===== config.mk =====
export PLATFORM = sky130hd
export DESIGN_NAME = gps_feed_arbiter
export DESIGN_NICKNAME = d
export VERILOG_FILES = /design/src/rtl/gps_feed_arbiter.sv
export SDC_FILE = /design/constraint.sdc
export NUM_CORES = 1
export LEC_CHECK = 0
export BUFFER_PORTS_ARGS = -buffer_cell sky130_fd_sc_hd__buf_2
export CAP_MARGIN = 20
export CORE_UTILIZATION = 40
export CTS_CLUSTER_DIAMETER = 150
export DETAILED_ROUTE_END_ITERATION = 8
export GPL_ROUTABILITY_DRIVEN = 0
export MAX_ROUTING_LAYER = met4
export SYNTH_ARGS = -nofsm -noshare
export SYNTH_HDL_FRONTEND = slang
export SYNTH_SLANG_ARGS = --single-unit

===== constraint.sdc =====
create_clock -name clock -period 5.6 [get_ports clock]
set_clock_uncertainty 0.15 [all_clocks]
set_input_delay 0.56 -clock clock [delete_from_list [all_inputs] [get_ports clock]]
set_output_delay 0.56 -clock clock [all_outputs]
set_load 0.005 [all_outputs]

===== src/rtl/gps_feed_arbiter.sv =====
// gps_feed_arbiter: shares one GPS receiver between two NMEA byte feeds.
// A feed owns the receiver from its sentence start until resolve or abort.
module gps_feed_arbiter #(
  parameter int             B         = 8,
  parameter int             Timeout   = 100000,
  parameter logic [B-1:0]   Start     = "$",
  parameter logic [B-1:0]   EndOfLine = 8'h0A
) (
  input  logic         clock,
  input  logic         reset,
  input  logic         a_valid,
  input  logic [B-1:0] a_data,
  input  logic         b_valid,
  input  logic [B-1:0] b_data,
  output logic         rx_load,
  output logic [B-1:0] rx_data,
  output logic         rx_restart,
  input  logic         rx_resolve,
  input  logic         rx_error,
  output logic [1:0]   grant,
  output logic         sentence_ok,
  output logic         sentence_bad,
  output logic [15:0]  ok_count,
  output logic [15:0]  bad_count
);

  localparam int TW = $clog2(Timeout + 1);

  typedef enum logic [1:0] {
    S_Idle,
    S_Lock,
    S_Flush
  } state_t;

  state_t         state, state_d;
  logic [TW-1:0]  timer, timer_d;
  logic           prefer_b, prefer_b_d;
  logic [1:0]     grant_d;
  logic           load_d;
  logic [B-1:0]   data_d;
  logic           ok_d, bad_d;
  logic [15:0]    ok_q, bad_q;

  logic           a_start, b_start, take_b;
  logic           own_v, own_term, timed_out;
  logic [B-1:0]   own_d;

  assign a_start   = a_valid && (a_data == Start);
  assign b_start   = b_valid && (b_data == Start);
  assign take_b    = b_start && (!a_start || prefer_b);
  assign own_v     = grant[1] ? b_valid : a_valid;
  assign own_d     = grant[1] ? b_data : a_data;
  assign own_term  = own_v && (own_d == EndOfLine || own_d == Start);
  assign timed_out = (timer == TW'(Timeout));

  always_comb begin
    state_d    = state;
    timer_d    = timer;
    prefer_b_d = prefer_b;
    grant_d    = grant;
    load_d     = 1'b0;
    data_d     = rx_data;
    ok_d       = 1'b0;
    bad_d      = 1'b0;
    unique case (state)
      S_Idle: begin
        if (a_start || b_start) begin
          grant_d    = take_b ? 2'b10 : 2'b01;
          prefer_b_d = !take_b;
          load_d     = 1'b1;
          data_d     = Start;
          timer_d    = '0;
          state_d    = S_Lock;
        end
      end
      S_Lock: begin
        // error beats resolve; resolve beats timeout and terminator bytes
        if (rx_error) begin
          bad_d = 1'b1;
        end else if (rx_resolve) begin
          ok_d    = 1'b1;
          grant_d = 2'b00;
          state_d = S_Idle;
          if (own_v) begin
            load_d = 1'b1;
            data_d = own_d;
          end
        end else if (own_term || timed_out) begin
          bad_d = 1'b1;
        end else if (own_v) begin
          load_d  = 1'b1;
          data_d  = own_d;
          timer_d = '0;
        end else begin
          timer_d = timer + 1'b1;
        end
        if (bad_d) begin
          grant_d = 2'b00;
          state_d = S_Flush;
        end
      end
      S_Flush: begin
        state_d = S_Idle;
      end
      default: begin
        state_d = S_Idle;
        grant_d = 2'b00;
      end
    endcase
  end

  always_ff @(posedge clock or posedge reset) begin
    if (reset) begin
      state        <= S_Idle;
      timer        <= '0;
      prefer_b     <= 1'b0;
      grant        <= 2'b00;
      rx_load      <= 1'b0;
      rx_data      <= '0;
      rx_restart   <= 1'b0;
      sentence_ok  <= 1'b0;
      sentence_bad <= 1'b0;
    end else begin
      state        <= state_d;
      timer        <= timer_d;
      prefer_b     <= prefer_b_d;
      grant        <= grant_d;
      rx_load      <= load_d;
      rx_data      <= data_d;
      rx_restart   <= bad_d;
      sentence_ok  <= ok_d;
      sentence_bad <= bad_d;
    end
  end

  // counters only move on an event and stick at all-ones
  always_ff @(posedge clock or posedge reset) begin
    if (reset) begin
      ok_q  <= '0;
      bad_q <= '0;
    end else begin
      if (ok_d && ok_q != 16'hFFFF) ok_q <= ok_q + 16'd1;
      if (bad_d && bad_q != 16'hFFFF) bad_q <= bad_q + 16'd1;
    end
  end

  assign ok_count  = ok_q;
  assign bad_count = bad_q;

endmodule


* Word level (Yosys, flattened, before mapping)
Cells that the tools add are included.
Operators by class: add/sub/neg operators 3, reductions and logical operators 19, mux-type cells 37, bitwise operators 1, equal/unequal tests 16
Operators with widths (count):
- $mux 17 | 5
- $mux 8 | 6
- $pmux 17 s2 | 1
- $add 16x1->16 const B | 2
- $ne 16x16->1 const B | 2
- $eq 8x6->1 const B | 3
- $add 17x1->17 const B | 1
- $eq 17x17->1 const B | 1
- $pmux 8 s2 | 1
- $mux 1 | 14
- $mux 2 | 7
- $ne 3x3->1 const B | 3
- $eq 8x4->1 const B | 1
- $ne 2x2->1 const B | 4
- $reduce_and 4->1 | 2
- $logic_and 1x1->1 | 6
- $pmux 2 s3 | 1
- $reduce_and 5->1 | 1
- $logic_or 1x1->1 | 4
- $pmux 2 s2 | 1
- $reduce_and 3->1 | 1
- $eq 2x1->1 const B | 1
- $eq 2x2->1 const B | 1
- $logic_not 1->1 | 2
- 5 further kinds | 5
Storage, ports and cells: input bits 22, word-level logic and storage cells 86, register bits after elaboration 65

* Logic depth before layout (Yosys ltp)
Gate-level depths: netlist of the first run.
word-level depth 11, gate-level depth with buffers 11

* Worst setup path after synthesis of the first run
Ideal clock, no wire load.
path kind in2reg, from input b_data[0], to register bad_q[3], in the netlist bad_count[3], stages on the path 6, buffers on the path 0, arrival time 2.130 ns, slack 3.194 ns, cells stage by stage or3_1 -> a211oi_2 -> a22o_1 -> a21oi_2 -> or4b_4 -> xnor2_2
On the way: cells in the longest elaborated chain, start to end 11, elaborated cells on any way between the ends 12, classes of those cells eq/ne (2); mux (6); reduce/logical (4)
Ends and longest elaborated chain:
- from (decl) | line 14 | input logic [B-1:0] b_data,
- $mux 8 * | line 52 | assign own_d = grant[1] ? b_data : a_data;
- $eq 8x4->1 / $eq 8x6->1 (equally long branches) | line 53 | assign own_term = own_v && (own_d == EndOfLine || own_d == Start);
- $logic_or 1x1->1 * | line 53
- $logic_and 1x1->1 * | line 53
- $logic_or 1x1->1 * | line 88 | end else if (own_term || timed_out) begin
- $mux 1 * | line 88
- $mux 1 * | line 80 | end else if (rx_resolve) begin
- $mux 1 * | line 78 | if (rx_error) begin
- $mux 1 * (2 in a row) | line 65 | unique case (state)
- $logic_and 1x1->1 * | line 143 | if (bad_d && bad_q != 16'hFFFF) bad_q <= bad_q + 16'd1;
- to (signal assigned) | line 143
- to (decl) | line 42 | logic [15:0] ok_q, bad_q;
Every way passes the cells marked *; elsewhere a longest branch is shown, timed or not. The select of a mux whose other input is x is not followed. A chain may end at the register's enable or synchronous reset.

* Final worst setup path of the first run
from register grant[1], to register rx_data[6]
On the way: cells in the longest elaborated chain, start to end 7, elaborated cells on any way between the ends 14, classes of those cells eq/ne (3); mux (7); reduce/logical (4)
Ends and longest elaborated chain:
- from (decl) | line 20 | output logic [1:0] grant,
- from (signal assigned) | line 127 | grant <= grant_d;
- $mux 8 | line 52
- $eq 8x4->1 / $eq 8x6->1 (equally long branches) | line 53
- $logic_or 1x1->1 | line 53
- $logic_and 1x1->1 | line 53
- $logic_or 1x1->1 | line 88
- $ne 3x3->1 (no line)
- $reduce_and 4->1 (no line)
- to (signal assigned) | line 129 | rx_data <= data_d;
- to (decl) | line 16 | output logic [B-1:0] rx_data,
Parallel ways exist; a longest one is shown, timed or not. The select of a mux whose other input is x is not followed.

==> summary.txt, run 1 <==
Outcome
  – Status: complete, no violations

Setup path
  – Crit-path cells: nor4_1 > o2111ai_1 > o31ai_4 > a21oi_2 > inv_2 > or2_1 > o2bb2ai_1
  – Crit start category: flop
  – Crit Path Class: flop to flop
  – R2R setup slack: approximately 2.8 ns
  – Buf/Inv on CP: 1
  – CP top delay family: compound AO/OA/AOI/OAI gates
  – Crit-path max cell delay: 0.71 ns
  – Slowest CP cell: dfrtp_1
  – Crit end category: flop
  – WP data arrival: between 2 and 3 ns
  – Crit Path Max Fanout: 13
  – Worst EP required: between 5 and 6 ns

Logic synthesis
  – Post-synth EDFFs: 0
  – Mean post-synth cell area: just over 10 µm²
  – Cell variety after synth: 60
  – Post-Syn Instances: between 300 and 400
  – Ys async rst share: 100.0%
  – Net Count, Synth: 357
  – Ys flop type: dfrtp_1
  – Synth Cell Area: around 0.0034 mm²
  – Ys Warns: 0
  – Seq cells post-synth: 65
  – Seq/Total Area, Yosys: 47.81%

CTS
  – H-tree depth: 3
  – Hold_buf cts: 0
  – Root Driver: clkbuf_8
  – Clock sink count: 65
  – TritonCTS clock tree: built
  – Total CTS buffers: 9
  – Clk pin slew, worst setup/hold paths: roughly 0.080 ns
  – Clock tree buffer depth: 2
  – Gates resized, CTS repair: 0
  – Clk_lat worst skew: between 0.3 and 0.4 ns
  – Setup bufs post-CTS: 0

STA
  – Slew Viols, Final: 0
  – Period minus WS final: 2.804 ns
  – Fin crit share: between 50% and 60%
  – Final Hold Viols: 0
  – Relative slew margins: ~41%
  – Fin worst setup slack: ~2.8 ns
  – RSZ-0062 raised after global routing: false
  – Setup-failing EPs final: 0
  – Worst slew pin tran: a little under 0.9 ns
  – Final TNS setup: 0 ns
  – Fmax: approximately 0.36 GHz

Final layout
  – Core Util, Final: 49.28%
  – Highest-count cells in the layout ignoring fill and taps: buf_2, dfrtp_1, nand2_1
  – Diode count: 0
  – Area delta synth->final: 19.01%
  – Final Instance Count excl. Fillers: between 500 and 600
  – Post-layout nets: about 430
  – Commonest non-fill, non-tap cell in the layout: buf_2
  – Fraction of layout cells with a size suffix above 1: approximately a quarter

Floorplan
  – FP Rows: 33
  – Initial core utilization: 41.40%
  – IO Count: between 60 and 70
  – Die area: just under 0.009 mm²
  – Die width: between 90 and 100 µm
  – Die Y-Extent: about 94 µm
  – Core footprint: between 0.008 and 0.009 mm²

Placed design
  – Placed Cells: 494
  – Post-DP HPWL: roughly 5.6 mm
  – Port Buffers: between 60 and 70
  – Pre-CTS setup slack: 2.655 ns

Global routing
  – First-pass GRT wire length: about 13 mm
  – Pin count of the biggest net entering global routing: 66
  – Gr usage total: slightly below 20%
  – Initial antenna violation count: 0
  – Vias in the first global route: ~2.7k
  – Grt ovf: 0

Detailed routing
  – DR iter-0 viols: 110
  – Drt wl/cell: 15.11 µm
  – Drt pass-1 iters: 4
  – Vias per Instance: 5.404
  – Antenna-violating nets left: 0
  – Vias: around 2.8k
  – Residual DRC: 0
  – DRT Wirelength: slightly below 8 mm

Worst hold path
  – Hold WC Path Type: input pin to asynchronous set/reset pin

Power and ir drop
  – Worst VDD drop: 0.1555 mV
  – Design Power: 1.001 mW
  – Pwr dens: 247.3 mW/mm²
  – LEAKAGE: between 1.5 and 2 nW

Job
  – Max-Cap Viols: 0
[cells by family after synthesis]
family	count (synthesis)	synth area share, %
buffers and inverters	23	3.016
AOI/OAI and AO/OA	60	12.73
DFF	65	47.81
muxes	11	3.384
and+or+nand+nor	138	23.65
adders and majority gates	4	1.471
xor gates and xnor gates	30	7.944
[path summary, 6_finish.rpt]
check                                          startpoint                   endpoint  depth (start not counted)
min in group clock              bad_count[11]$_DFFE_PP0P_  bad_count[11]$_DFFE_PP0P_                          1
max in group asynchronous                           reset   bad_count[5]$_DFFE_PP0P_                          3
worst max-delay path                 grant[1]$_DFFE_PP0P_     rx_data[6]$_DFFE_PP0P_                          7
worst max register to register       grant[1]$_DFFE_PP0P_     rx_data[6]$_DFFE_PP0P_                          7
worst min-delay path                                reset  bad_count[10]$_DFFE_PP0P_                          3
worst min register to register  bad_count[11]$_DFFE_PP0P_  bad_count[11]$_DFFE_PP0P_                          1
[sequential cells by signal (all words and copies together) (netlist names)]
register	flops
timer	17
bad_count	16
ok_count	16
rx_data	8
grant	2
state	2
prefer_b	1
rx_load	1
sentence_bad	1
sentence_ok	1
[layout make-up]
| class | count | area (µm²) |
|---|---|---|
| clock inverter | 7 | 102.6 |
| fill | 786 | 4168 |
| tap | 105 | 131.4 |
| multi-input combinational | 243 | 1673 |
| inverter | 13 | 48.80 |
| clock buffer | 9 | 123.9 |
| sequential | 65 | 1627 |
| timing repair buffer | 68 | 342.8 |
[stage by stage]
step           cell area, µm²  hold WS [ns]
6_report                 4049        0.2915
5_1_grt                  4049        0.3568
4_1_cts                  4049        0.3222
3_5_place_dp             3822        0.3219
3_3_place_gp             3822        0.3209
2_1_floorplan            3402        0.3143
[power breakdown]
part / leakage [nW] / total [mW] / internal [mW] / switching [mW]
combinational: 0.936 / 0.0566 / 0.0274 / 0.0292
clock: 0.110 / 0.452 / 0.255 / 0.197
sequential: 0.893 / 0.492 / 0.481 / 0.0114
total: 1.94 / 1.00 / 0.763 / 0.238
[tightest hold or removal path: stages]
cell and delay, ns:
buf_2 0.10, inv_2 0.03, buf_4 0.62
[per-layer routing]
| metal | vias to the layer above | wire length, µm | global-route usage, % | share of wire [%] |
|---|---|---|---|---|
| li1 | 1348 | - | - | - |
| met1 | 1336 | 3664 | 25.31 | 48 |
| met2 | 68 | 3591 | 29.71 | 47 |
| met3 | 4 | 401 | 5.421 | 5.2 |
| met4 | 0 | 48 | 5.641 | 0.62 |
| met5 | - | 0 | - | 0 |
[Yosys cell counts (all sizes together), types with 8 or more instances]
cell	count	area (µm²)
inv	13	48.80
nand4	15	93.84
o21ai	10	50.05
nor4	8	81.33
a21oi	14	77.58
xor2	15	131.4
nor2	19	71.32
dfrtp	65	1627
xnor2	15	138.9
nand2	34	130.1
nand3	17	85.08
Note: power is estimated with default switching activity, not from simulation.
==> run 2: changes to the inputs <==
==> constraint.sdc (replaced) <==
create_clock -name clock -period 2.6 [get_ports clock]
set_clock_uncertainty 0.15 [all_clocks]
set_input_delay 0.26 -clock clock [delete_from_list [all_inputs] [get_ports clock]]
set_output_delay 0.26 -clock clock [all_outputs]
set_load 0.005 [all_outputs]
==> summary.txt, run 2 (synthesized netlist as in run 1, its figures left out) <==
Setup path
  – Worst R2R Start: timer[0]$_DFFE_PP0P_
  – Crit start category: flop
  – WP data arrival: 2.51 ns (-0.34 ns)
  – Worst Setup SP: timer[0]$_DFFE_PP0P_
  – Crit-path max cell delay: 0.40 ns (-0.31 ns)
  – Critical R2R Capture: bad_count[1]$_DFFE_PP0P_
  – Slowest CP cell: dfrtp_1
  – Crit Path Max Fanout: 6 (-7)
  – Crit end category: flop
  – Crit path to: bad_count[1]$_DFFE_PP0P_
  – Crit-path cells: inv_1 > ha_1 > and4bb_2 > nand4_1 > o31ai_4 > a21oi_2 > buf_4 > nor2_1 > mux2_2
  – R2R setup slack: 0.17 ns (-2.63 ns)
  – Worst EP required: 2.68 ns (-2.97 ns)
  – Crit Path Class: flop to flop
  – Reg2Reg Depth: 9 (+2)

Power and ir drop
  – Sw power: 468.1 µW (+97%)
  – Seq pwr share: 51.9% (+2.7 points)
  – Worst VDD drop: 0.2420 mV (+56%)
  – Comb pwr share: 6.5% (+0.9 points)
  – LEAKAGE: 1.979 nW (+2.0%)
  – Cell Int Power: 1.568 mW (+110%)
  – Pwr dens: 496.1 mW/mm² (+100%)
  – Clock Power Share: 41.6% (-3.6 points)
  – Switching part of the total: 22.99% (-0.76 points)

STA
  – Hold WS: 0.06913 ns (-0.2224 ns)
  – Final TNS setup: 0 ns (unchanged)
  – Period minus WS final: 2.431 ns (-0.3725 ns)
  – Setup-failing EPs final: 0 (unchanged)
  – Final Hold Viols: 0 (unchanged)
  – Fmax: 0.4113 GHz (+15%)
  – Slew Viols, Final: 0 (unchanged)
  – Fin crit share: 93.51% (+43 points)
  – RSZ-0062 raised after global routing: false
  – Relative slew margins: 53.32% (+13 points)
  – Fin worst setup slack: 0.1688 ns (-2.628 ns)
  – Worst slew pin tran: 0.6992 ns (-0.1853 ns)

Final layout
  – Top reg by flops: timer
  – Fillers: 791 (+0.64%)
  – Commonest non-fill, non-tap cell in the layout: buf_2
  – Fraction of layout cells with a size suffix above 1: 27.71% (+1.0 points)
  – Core Util, Final: 49.95% (+0.67 points)
  – Area delta synth->final: 20.63%
  – Highest-count cells in the layout ignoring fill and taps: buf_2, dfrtp_1, nand2_1
  – Max reg flops: 17 (unchanged)
  – Final Instance Count excl. Fillers: 520 (+2.0%)
  – Post-layout nets: 436 (+2.3%)
  – Diode count: 0 (unchanged)

Detailed routing
  – Drt wl/cell: 15.14 µm (+0.20%)
  – DRT Wirelength: 7.872 mm (+2.2%)
  – Drt pass-1 iters: 4 (unchanged)
  – DR iter-0 viols: 168 (+53%)
  – Antenna-violating nets left: 0 (unchanged)
  – Vias: 2830 (+2.7%)
  – Residual DRC: 0 (unchanged)
  – Vias per Instance: 5.442 (+0.71%)

Global routing
  – First-pass GRT wire length: 13.21 mm (+1.6%)
  – Gr usage total: 20.06% (+0.56 points)
  – Grt ovf: 0 (unchanged)
  – Pin count of the biggest net entering global routing: 34 (-48%)
  – Vias in the first global route: 2734 (+2.7%)
  – Initial antenna violation count: 0 (unchanged)

Floorplan
  – Die Y-Extent: 94.22 µm (unchanged)
  – Initial core utilization: 41.40% (unchanged)
  – Core footprint: 0.008217 mm² (unchanged)
  – Die area: 0.008877 mm² (unchanged)
  – IO Count: 68 (unchanged)
  – FP Rows: 33 (unchanged)
  – Die width: 94.22 µm (unchanged)

Placed design
  – Port Buffers: 67 (unchanged)
  – Pre-CTS setup slack: 0.1736 ns (-2.481 ns)
  – Placed Cells: 503 (+1.8%)
  – Post-DP HPWL: 5.719 mm (+2.4%)

Job
  – Max-Cap Viols: 0 (unchanged)

CTS
  – Total CTS buffers: 9 (unchanged)
  – Clock sink count: 65 (unchanged)
  – Root Driver: clkbuf_8
  – TritonCTS clock tree: built
  – Clock tree buffer depth: 2 (unchanged)
  – H-tree depth: 3 (unchanged)
  – Clk pin slew, worst setup/hold paths: 0.07 ns (about the same)
  – Clk_lat worst skew: 0.34 ns (about the same)

Worst hold path
  – Hold WC Path Type: input pin to flop

Outcome
  – Status: complete, no violations
==> run 2: changes by cell type in the layout (fill, tap and decap cells not counted), moves of 2 or more <==
cell	previous run	this run
buf_4	1	9
clkbuf_1	0	3
clkinv_2	0	2
clkinv_4	2	0
inv_6	2	0
==> run 2: how the worst min path moves through the flow <==
| stage | from | end | slack (ns) | cells past startpoint |
|---|---|---|---|---|
| global route | b_data[0] | rx_data[0]$_DFFE_PP0P_ | 0.09 | 3 |
| finish | b_data[0] | rx_data[0]$_DFFE_PP0P_ | 0.07 | 3 |
| floorplan | rx_resolve | sentence_ok$_DFF_PP0_ | 0.25 | 2 |
| CTS | b_data[0] | rx_data[0]$_DFFE_PP0P_ | 0.06 | 3 |
| global placement | reset | bad_count[11]$_DFFE_PP0P_ | 0.27 | 2 |
| detailed placement | reset | sentence_bad$_DFF_PP0_ | 0.28 | 2 |
==> run 2: worst max-delay path, delay by kind of cell (launching register included) <==
family	cells	cell delay, ns
AOI/OAI and AO/OA	2	0.45
adders and majority gates	1	0.15
buffers and inverters	2	0.27
DFF	1	0.40
muxes	1	0.35
and+or+nand+nor	3	0.54
==> run 2: power by group through the flow <==
| stage | sequential [mW] | combinational, mW | clock, mW |
|---|---|---|---|
| after CTS | 1.06 | 0.136 | 0.871 |
| final | 1.06 | 0.132 | 0.846 |
| after global placement | 1.08 | 0.131 | 0 |
| after global routing | 1.06 | 0.151 | 0.913 |
| after floorplan | 1.07 | 0.0663 | 0 |
| after detailed placement | 1.08 | 0.134 | 0 |
==> run 2: area by class of cell <==
cell class | instances | area (µm²) | area share, %
clock buffers | 13 | 148.9 | 3.628
clock inverters | 3 | 40.04 | 0.9756
inverters | 13 | 48.80 | 1.189
multi-input cells | 243 | 1675 | 40.82
flip-flops and latches | 65 | 1627 | 39.63
well taps | 105 | 131.4 | 3.201
repair buffers | 78 | 432.9 | 10.55
==> run 2: metrics by stage <==
step,power (mW),instance area (µm²)
floorplan,1.141,3402
global placement,1.207,3902
detailed placement,1.211,3902
CTS,2.064,4101
global route,2.123,4104
finish,2.036,4104
==> run 2: routing by layer <==
metal	routed length [µm]	vias to the layer above	track usage (%)
li1	-	1362	-
met1	3776	1393	26.82
met2	3610	65	30.07
met3	318	10	2.670
met4	166	0	9.615
met5	0	-	-
==> run 2: what timing repair did <==
action,in CTS,in global routing
hold buffers,1,0
endpoints found under the hold margin,32,0
buffers inserted,0,0
setup endpoints to repair,0,1
resized for setup,0,1
==> run 3: changes to the inputs <==
--- a/config.mk
+++ b/config.mk
@@ -8,10 +8,10 @@
 export BUFFER_PORTS_ARGS = -buffer_cell sky130_fd_sc_hd__buf_2
 export CAP_MARGIN = 20
 export CORE_UTILIZATION = 40
-export CTS_CLUSTER_DIAMETER = 150
 export DETAILED_ROUTE_END_ITERATION = 8
 export GPL_ROUTABILITY_DRIVEN = 0
 export MAX_ROUTING_LAYER = met4
+export SETUP_SLACK_MARGIN = 0.4
 export SYNTH_ARGS = -nofsm -noshare
 export SYNTH_HDL_FRONTEND = slang
 export SYNTH_SLANG_ARGS = --single-unit
==> summary.txt, run 3 (synthesized netlist as in run 1, its figures left out) <==
Detailed routing
  – Vias per Instance: 5.379 (-1.2%)
  – DR iter-0 viols: 167 (-0.60%)
  – Drt wl/cell: 15.25 µm (+0.73%)
  – Drt pass-1 iters: 4 (unchanged)
  – Antenna-violating nets left: 0 (unchanged)
  – Residual DRC: 0 (unchanged)
  – Vias: 2856 (+0.92%)
  – DRT Wirelength: 8.097 mm (+2.9%)

Floorplan
  – Die area: 0.008877 mm² (unchanged)
  – FP Rows: 33 (unchanged)
  – Die Y-Extent: 94.22 µm (unchanged)
  – IO Count: 68 (unchanged)
  – Core footprint: 0.008217 mm² (unchanged)
  – Initial core utilization: 41.40% (unchanged)
  – Die width: 94.22 µm (unchanged)

Final layout
  – Commonest non-fill, non-tap cell in the layout: buf_2
  – Post-layout nets: 447 (+2.5%)
  – Area delta synth->final: 32.88%
  – Diode count: 0 (unchanged)
  – Highest-count cells in the layout ignoring fill and taps: buf_2, dfrtp_1, nand2_1
  – Max reg flops: 17 (unchanged)
  – Fraction of layout cells with a size suffix above 1: 37.56% (+9.8 points)
  – Top reg by flops: timer
  – Core Util, Final: 55.02% (+5.1 points)

Placed design
  – Post-DP HPWL: 5.480 mm (-4.2%)
  – Port Buffers: 67 (unchanged)

Setup path
  – Reg2Reg Depth: 8 (-1)
  – Crit Path Class: flop to flop
  – Crit start category: flop
  – Crit end category: flop
  – Worst EP required: 2.67 ns (about the same)
  – WP data arrival: 2.38 ns (-0.13 ns)
  – Crit Path Max Fanout: 4 (-2)

CTS
  – Root Driver: clkbuf_8
  – Clock tree buffer depth: 2 (unchanged)
  – Clock sink count: 65 (unchanged)
  – Clk_lat worst skew: 0.33 ns (about the same)
  – TritonCTS clock tree: built
  – Total CTS buffers: 9 (unchanged)
  – H-tree depth: 3 (unchanged)
  – Clk pin slew, worst setup/hold paths: 0.08 ns (about the same)

STA
  – Final TNS setup: 0 ns (unchanged)
  – Relative slew margins: 57.38% (+4.1 points)
  – Final Hold Viols: 0 (unchanged)
  – Hold WS: 0.09677 ns (+0.02763 ns)
  – Slew Viols, Final: 0 (unchanged)
  – Fmax: 0.4339 GHz (+5.5%)
  – Fin crit share: 88.64% (-4.9 points)
  – Worst slew pin tran: 0.6384 ns (-0.06086 ns)
  – Setup-failing EPs final: 0 (unchanged)
  – RSZ-0062 raised after global routing: true
  – Period minus WS final: 2.305 ns (-0.1266 ns)

Global routing
  – Grt ovf: 0 (unchanged)
  – Vias in the first global route: 2770 (+1.3%)
  – First-pass GRT wire length: 13.36 mm (+1.1%)
  – Initial antenna violation count: 0 (unchanged)
  – Pin count of the biggest net entering global routing: 37 (+8.8%)
  – Gr usage total: 20.00% (-0.064 points)

Power and ir drop
  – LEAKAGE: 2.107 nW (+6.4%)
  – Worst VDD drop: 0.3072 mV (+27%)
  – Pwr dens: 506.2 mW/mm² (+2.0%)
  – Design Power: 2.288 mW (+12%)

Worst hold path
  – Hold WC Path Type: input pin to flop
  – Worst Hold Depth: 3 (unchanged)

Job
  – Max-Cap Viols: 0 (unchanged)

Outcome
  – Status: complete, no violations
## run 3: cell count changes in the layout (fill, tap and decap cells not counted), moves of 3 or more
| cell | before | now |
|---|---|---|
| a21oi_1 | 12 | 8 |
| o2bb2ai_2 | 0 | 6 |
| a21oi_2 | 2 | 5 |
| clkbuf_1 | 3 | 0 |
| buf_4 | 9 | 15 |
| nor4_2 | 5 | 0 |
| nor4_4 | 0 | 5 |
| inv_1 | 10 | 7 |
| nor3_1 | 7 | 3 |
| buf_12 | 1 | 4 |
| nor3_2 | 0 | 3 |
| o2bb2ai_1 | 6 | 0 |
## run 3: worst max-delay path: stages, from the launching register on
cell and delay (ns):
dfrtp_1 0.40, inv_2 0.09, ha_4 0.12, and4bb_2 0.22, nand4_1 0.12, o31ai_4 0.32, a21oi_4 0.13, or4b_4 0.51
xnor2_2 0.14
## run 3: final cells by class
type,instances,area [µm²]
clock buffer,10,137.6
clock inverter,6,113.9
fill,722,3696
inverter,13,51.30
multi-input combinational,243,1899
sequential,65,1627
tap,105,131.4
timing repair buffer,89,560.5
## run 3: repair_timing
item / in CTS / in global routing
resized for setup: 35 / 16
hold buffers: 1 / 0
setup endpoints to repair: 39 / 51
pin swaps: 16 / 18
hold endpoints to repair: 29 / 0
setup buffers: 8 / 5
## run 3: layer usage
layer / vias up / wire length, µm / track usage, %
li1: 1393 / - / -
met1: 1380 / 3617 / 26.26
met2: 73 / 3951 / 30.62
met3: 10 / 417 / 3.479
met4: 0 / 110 / 8.077
met5: - / 0 / -
## run 3: final timing paths
kind	start	end	slack, ns
min in group asynchronous	reset	bad_count[3]$_DFFE_PP0P_	0.42
max reg2reg	timer[0]$_DFFE_PP0P_	bad_count[3]$_DFFE_PP0P_	0.30
min reg2reg	ok_count[4]$_DFFE_PP0P_	ok_count[4]$_DFFE_PP0P_	0.34
min	b_data[4]	rx_data[4]$_DFFE_PP0P_	0.1
max in group asynchronous	reset	prefer_b$_DFFE_PP0P_	1.27
max	timer[0]$_DFFE_PP0P_	bad_count[3]$_DFFE_PP0P_	0.30
## run 3: stage by stage
step | area [µm²] | instances | worst slack [ns]
after CTS | 4390 | 526 | 0.2426
after detailed placement | 3890 | 501 | 0.1864
after floorplan | 3405 | 331 | 0.3899
after global routing | 4521 | 531 | 0.1901
final | 4521 | 531 | 0.2954
after global placement | 3890 | 501 | 0.2261
## run 3: power breakdown
group	switching (mW)	leakage (nW)	internal (mW)
sequential	0.0192	0.893	1.04
clock	0.418	0.119	0.667
combinational	0.0756	1.09	0.0730
total	0.513	2.11	1.78
